File: config.mk
export PLATFORM = sky130hd
export DESIGN_NAME = univ_shiftreg_flat
export DESIGN_NICKNAME = d
export VERILOG_FILES = /design/src/rtl/univ_shiftreg_pkg.sv /design/src/rtl/univ_shiftreg_if.sv /design/src/rtl/univ_shiftreg_shift_cnt.sv /design/src/rtl/univ_shiftreg.sv /design/src/flat_wrapper.sv
export SDC_FILE = /design/constraint.sdc
export NUM_CORES = 1
export LEC_CHECK = 0
export CORE_MARGIN = 4
export CORE_UTILIZATION = 47
export DETAILED_ROUTE_END_ITERATION = 6
export GPL_ROUTABILITY_DRIVEN = 0
export PLACE_DENSITY = 0.83
export SKIP_LAST_GASP = 1
export SLEW_MARGIN = 20
export SYNTH_ARGS = -nofsm -noshare
export SYNTH_HDL_FRONTEND = slang
export SYNTH_SLANG_ARGS = --single-unit
File: constraint.sdc
create_clock -name clk -period 2.5 [get_ports clk]
set_clock_uncertainty 0.1 [all_clocks]
set_input_delay 0.75 -clock clk [delete_from_list [all_inputs] [get_ports clk]]
set_output_delay 0.75 -clock clk [all_outputs]
set_load 0.1 [all_outputs]
File: src/rtl/univ_shiftreg_pkg.sv
// Shared constants for the universal shift register: operating-mode encodings.
// Combinational definitions only; no latency, no flow control.
package shiftreg_pkg;

  typedef enum logic [1:0] {
    HOLD = 2'b00,
    SHR  = 2'b01,
    SHL  = 2'b10,
    LOAD = 2'b11
  } mode_e;

endpackage

File: src/rtl/univ_shiftreg_if.sv
// Control/data bundle between a driver (master) and the shift register (slave).
// Signal wiring only; no latency, no backpressure.
interface univ_shiftreg_if #(
  parameter int WIDTH = 8,
  parameter int CNTW  = $clog2(WIDTH + 1)
);

  logic [1:0]       mode;
  logic             rot;
  logic             sin_r;
  logic             sin_l;
  logic [WIDTH-1:0] pin;
  logic [WIDTH-1:0] q;
  logic             sout;
  logic [CNTW-1:0]  cnt;
  logic             done;

  modport master (
    output mode, rot, sin_r, sin_l, pin,
    input  q, sout, cnt, done
  );

  modport slave (
    input  mode, rot, sin_r, sin_l, pin,
    output q, sout, cnt, done
  );

endinterface

File: src/rtl/univ_shiftreg_shift_cnt.sv
// Saturating shift counter with a single done pulse when it first reaches WIDTH.
// One register stage; never stalls, load has priority over shift.
module shift_cnt #(
  parameter int WIDTH = 8,
  parameter int CNTW  = $clog2(WIDTH + 1)
) (
  input  logic            clk,
  input  logic            clr,
  input  logic            shift_en,
  input  logic            load,
  output logic [CNTW-1:0] cnt,
  output logic            done
);

  logic [CNTW-1:0] cnt_q, cnt_d;
  logic            done_q, done_d;

  // done fires only on the WIDTH-1 -> WIDTH step, so saturated shifting stays quiet
  always_comb begin
    cnt_d  = cnt_q;
    done_d = 1'b0;
    if (load) begin
      cnt_d = '0;
    end else if (shift_en && (cnt_q != CNTW'(WIDTH))) begin
      cnt_d  = cnt_q + CNTW'(1);
      done_d = (cnt_q == CNTW'(WIDTH - 1));
    end
  end

  always_ff @(posedge clk or negedge clr) begin
    if (!clr) begin
      cnt_q  <= '0;
      done_q <= 1'b0;
    end else begin
      cnt_q  <= cnt_d;
      done_q <= done_d;
    end
  end

  assign cnt  = cnt_q;
  assign done = done_q;

endmodule

File: src/rtl/univ_shiftreg.sv
// Universal shift register: hold, shift right/left (serial or rotate), parallel load.
// All outputs registered, one cycle after the sampling edge; no backpressure.
module univ_shiftreg
  import shiftreg_pkg::*;
#(
  parameter int WIDTH = 8,
  parameter int CNTW  = $clog2(WIDTH + 1)
) (
  input  logic           clk,
  input  logic           clr,
  univ_shiftreg_if.slave bus
);

  logic [WIDTH-1:0] q_q, q_d;
  logic             sout_q, sout_d;
  logic [CNTW-1:0]  cnt_w;
  logic             done_w;
  logic             shift_en;
  logic             load;
  mode_e            md;

  assign md       = mode_e'(bus.mode);
  assign shift_en = (md == SHR) || (md == SHL);
  assign load     = (md == LOAD);

  always_comb begin
    q_d    = q_q;
    sout_d = sout_q;
    case (md)
      SHR: begin
        q_d    = {(bus.rot ? q_q[0] : bus.sin_r), q_q[WIDTH-1:1]};
        sout_d = q_q[0];
      end
      SHL: begin
        q_d    = {q_q[WIDTH-2:0], (bus.rot ? q_q[WIDTH-1] : bus.sin_l)};
        sout_d = q_q[WIDTH-1];
      end
      LOAD: begin
        q_d    = bus.pin;
        sout_d = 1'b0;
      end
      default: begin
        q_d    = q_q;
        sout_d = sout_q;
      end
    endcase
  end

  always_ff @(posedge clk or negedge clr) begin
    if (!clr) begin
      q_q    <= '0;
      sout_q <= 1'b0;
    end else begin
      q_q    <= q_d;
      sout_q <= sout_d;
    end
  end

  shift_cnt #(
    .WIDTH (WIDTH),
    .CNTW  (CNTW)
  ) u_shift_cnt (
    .clk      (clk),
    .clr      (clr),
    .shift_en (shift_en),
    .load     (load),
    .cnt      (cnt_w),
    .done     (done_w)
  );

  assign bus.q    = q_q;
  assign bus.sout = sout_q;
  assign bus.cnt  = cnt_w;
  assign bus.done = done_w;

endmodule
File: src/flat_wrapper.sv
// flat-port wrapper written by rule: the top's interface ports become plain ports
module univ_shiftreg_flat import shiftreg_pkg::*;
#(
  parameter int WIDTH = 8,
  parameter int CNTW  = $clog2(WIDTH + 1)
)
  (clk, clr, bus_mode, bus_rot, bus_sin_r, bus_sin_l, bus_pin, bus_q, bus_sout, bus_cnt, bus_done);
  univ_shiftreg_if #(.WIDTH(WIDTH), .CNTW(CNTW)) bus_i ();
  input  logic clk;
  input  logic clr;
  input wire logic [$bits(bus_i.mode)-1:0] bus_mode;
  input wire logic [$bits(bus_i.rot)-1:0] bus_rot;
  input wire logic [$bits(bus_i.sin_r)-1:0] bus_sin_r;
  input wire logic [$bits(bus_i.sin_l)-1:0] bus_sin_l;
  input wire logic [$bits(bus_i.pin)-1:0] bus_pin;
  output wire logic [$bits(bus_i.q)-1:0] bus_q;
  output wire logic [$bits(bus_i.sout)-1:0] bus_sout;
  output wire logic [$bits(bus_i.cnt)-1:0] bus_cnt;
  output wire logic [$bits(bus_i.done)-1:0] bus_done;
  assign bus_i.mode = bus_mode;
  assign bus_i.rot = bus_rot;
  assign bus_i.sin_r = bus_sin_r;
  assign bus_i.sin_l = bus_sin_l;
  assign bus_i.pin = bus_pin;
  assign bus_q = bus_i.q;
  assign bus_sout = bus_i.sout;
  assign bus_cnt = bus_i.cnt;
  assign bus_done = bus_i.done;
  univ_shiftreg #(.WIDTH(WIDTH), .CNTW(CNTW)) u_core (.clk(clk), .clr(clr), .bus(bus_i));
endmodule
==> results by stage <==
Logic synthesis:
- The number of nets handed over by synthesis was 103.
- Of the total synthesized cell area, the portion taken by AND, OR, NAND and NOR gates is 0.109.
- The portion of synthesized area spent on multiplexers is 0.0525.
- Among all flip-flop cells after synthesis, the most frequent one is sky130_fd_sc_hd__dfrtp_1.
- Of the total synthesized cell area, the portion taken by full adders, half adders and majority gates is 0.0750.
- Of the total synthesized cell area, the portion taken by XOR and XNOR cells is 0.0105.
- The most common cell in the synthesized netlist is sky130_fd_sc_hd__dfrtp_1.
- The synthesized design contains 14 register bits.
- The share of the synthesized area in the top cell type is 0.420.
- In the synthesized netlist, the number of instances is 83.
- The number of flops mapped to enable cells by yosys is 0.
- The number of distinct standard cells referenced by the synthesized netlist is 27.
- Summed over all instances, the cell type with the most area after synthesis is sky130_fd_sc_hd__dfrtp_1.
- In the post-synthesis netlist, the biggest area contributors are sky130_fd_sc_hd__dfrtp_1 (42%), sky130_fd_sc_hd__ha_1 (7.5%), sky130_fd_sc_hd__a22o_1 (6.3%).
- The cell area after technology mapping is 835 µm².
- The synthesized area per cell is 10.1 µm².
- After synthesis, the most frequently instantiated cells are sky130_fd_sc_hd__dfrtp_1 (14), sky130_fd_sc_hd__inv_1 (11), sky130_fd_sc_hd__a21oi_1 (10).
- The complex-gate fraction of the synthesized area is 0.231.
- After synthesis, the largest family of logic cells by area is compound AO/OA/AOI/OAI gates.
- For this run, the register share of the synthesized area comes to 0.420.
- During synthesis, Yosys emitted a total of 0 warnings.
- For this run, asynchronously set or reset flops after synthesis account for 1.00.

Detailed routing:
- The first TritonRoute pass finished after 4 iterations.
- After detailed routing, the average wire length per cell comes to 12.9 µm.
- Once detail routing completed, the nets flagged for antenna violations numbered 0.
- The routed layout has 705 vias.
- The detailed router finished its first iteration with 11 violations.
- After detailed routing, the number of vias per cell comes to 5.15.
- For this block, the routed nets add up to 1770 µm of wire.
- The residual DRC count is 0.

Floorplanning:
- The floorplan step set the die height to 50.1 µm.
- The die area is 2510 µm².
- The number of top-level pins is 29.
- In this run the core area contains 14 standard-cell rows.
- The die outline width is 50.1 µm.
- The core region is 1590 µm².
- The starting density of the core is 0.524.

Clock tree:
- The maximum level of the CTS H-tree is 1.
- Clock-pin slew was measured on the worst setup and hold paths at 0.09 ns.
- The library cell used as clock root buffer is sky130_fd_sc_hd__clkbuf_4.
- The TritonCTS clock tree is built.
- The later-pin clock latency in the skew report is 0.27 ns.
- The maximum count of clock buffers along a single path is 2.
- The cts-stage hold buffer count is 0.
- The number of gates resized after cts is 0.
- In this run, CTS created clock tree buffers numbering 3.
- Buffers added to address setup during post-CTS repair amount to 0.
- The total number of clock tree sinks is 14.

Power:
- IR analysis of the VDD net gives a maximum drop of 0.880 mV.
- The design draws 1090 µW.
- The analysis attributes to cell leakage a power of 0.000533 µW.
- Power spread over the standard cell area amounts to 966 nW/µm².

Final layout:
- The multi-input logic area is 399 µm².
- The filler cell count is 121.
- The net total in the final layout is 134.
- 0 antenna diodes ended up in the layout.
- The share of post-route cells with drive strength above 1 is 0.230.
- The sequential cell area in the final layout is 350 µm².
- Relative to the synthesized area, the layout overhead comes to 34.8%.
- The post-route core utilization is 0.706.

Setup path:
- The worst setup path is captured at a register.
- Along the worst path, the maximum fanout reaches 11.
- At the worst endpoint, the required time is 2.55 ns.
- The worst setup path is launched from an input pin.
- Data on the critical path arrives at its endpoint at 2.25 ns.
- The worst setup path is of the in2reg kind.

Timing:
- Setup repair after global routing left no endpoint under its margin.
- For the finished layout, the period the worst path requires is 2.20 ns.
- For this run, the top clock speed supported by timing is 455 MHz.
- Measured against its own limit, the worst slew margin works out to 0.589.
- The tightest hold path in the finished design has a slack of 0.419 ns.
- The final total negative setup slack is 0 ns.
- The final count of pins violating max slew came to 0.
- For the pin with the worst max-slew slack, the measured transition is 0.615 ns.
- The share of the clock period used by the worst path is 0.880.
- The count of final hold-check violations is 0.
- Setup violations remaining at the end of the flow were counted as 0.

Global route:
- The via count of the first global-routing pass is 687.
- Entering global routing, the biggest net connects 15 pins.
- The overall fraction of global-route tracks in use is 0.153.
- The number of antenna violations at the first check in global routing is 0.
- The first global-routing pass estimated 3000 µm of wire.
- The total grt overflow is 0.

Flow run:
- The max-cap check violation count is 0.

Worst hold path:
- The tightest min-delay check is of the reg2reg type.

Placement:
- Once detailed placement completed, the half-perimeter wirelength came to 1380 µm.
- During placement, the flow inserted port buffers numbering 28.

Outcome:
- The run finished with clean final reports.
[worst paths after layout]
path | cells past startpoint | slack, ns | endpoint | from
max | 6 | 0.30 | u_core.bus.q[3]$_DFFE_PN0P_ | bus_mode[0]
min | 2 | 0.42 | u_core.bus.sout$_DFFE_PN0P_ | u_core.bus.sout$_DFFE_PN0P_
max reg2reg | 5 | 1.05 | u_core.u_shift_cnt.cnt[0]$_DFFE_PN0P_ | u_core.u_shift_cnt.cnt[0]$_DFFE_PN0P_
min reg2reg | 2 | 0.42 | u_core.bus.sout$_DFFE_PN0P_ | u_core.bus.sout$_DFFE_PN0P_
max in group asynchronous | 1 | 1.15 | u_core.bus.q[1]$_DFFE_PN0P_ | clr
min in group asynchronous | 1 | 0.75 | u_core.bus.q[4]$_DFFE_PN0P_ | clr
[registers in the layout, summed over array words and instances, names as in the netlist]
register / count
u_core.bus.sout: 1
u_core.u_shift_cnt.done: 1
u_core.bus.q: 8
u_core.u_shift_cnt.cnt: 4
[through the flow]
| stage | area (µm²) | worst slack [ns] | std cells |
|---|---|---|---|
| 2_1_floorplan | 835 | 0.420 | 83 |
| 3_3_place_gp | 1090 | 0.0812 | 133 |
| 3_5_place_dp | 1090 | 0.0636 | 133 |
| 4_1_cts | 1120 | 0.319 | 137 |
| 5_1_grt | 1120 | 0.201 | 137 |
| 6_report | 1120 | 0.301 | 137 |
[critical path, stage by stage]
cell and delay, ns:
sky130_fd_sc_hd__clkdlybuf4s50_1 0.50, sky130_fd_sc_hd__inv_1 0.07, sky130_fd_sc_hd__ha_1 0.34, sky130_fd_sc_hd__a22o_1 0.28
sky130_fd_sc_hd__a211oi_1 0.23, sky130_fd_sc_hd__a21oi_1 0.08
[metal layers]
layer	wire, µm	up-vias	global-route usage
met2	929	15	0.265
met3	95	0	0.0385
li1	-	351	-
met4	0	0	0.0553
met5	0	-	0
met1	743	339	0.181
[kinds of logic (layout without fill, tap and decap cells)]
logic type | Yosys count | count (layout)
xor gates and xnor gates | 1 | 1
buffers and inverters | 16 | 46
DFF | 14 | 14
and+or+nand+nor | 16 | 16
AOI/OAI and AO/OA | 27 | 27
muxes | 4 | 4
adders and majority gates | 5 | 5
[placed cells by master (no fill, tap or decap), types with 2 or more instances in the layout]
master,count
sky130_fd_sc_hd__a211oi_1,5
sky130_fd_sc_hd__a21oi_1,10
sky130_fd_sc_hd__a22o_1,6
sky130_fd_sc_hd__buf_4,17
sky130_fd_sc_hd__clkbuf_4,3
sky130_fd_sc_hd__clkdlybuf4s50_1,14
sky130_fd_sc_hd__dfrtp_1,14
sky130_fd_sc_hd__ha_1,5
sky130_fd_sc_hd__inv_1,11
sky130_fd_sc_hd__mux2_2,2
sky130_fd_sc_hd__nand2_1,5
sky130_fd_sc_hd__nand2b_1,2
sky130_fd_sc_hd__nor2_1,3
[final cells by class]
type,instances,share of cell area
Clock buffer,4,0.0323
Inverter,11,0.0367
Multi-Input combinational cell,53,0.355
Sequential cell,14,0.311
Tap cell,24,0.0267
Timing Repair Buffer,31,0.238
[power by group]
part / total [µW] / internal (µW) / switching, µW
Sequential: 330 / 273 / 56.6
Combinational: 595 / 150 / 445
Clock: 162 / 88.5 / 73.9
Note: power is estimated with default switching activity, not from simulation.
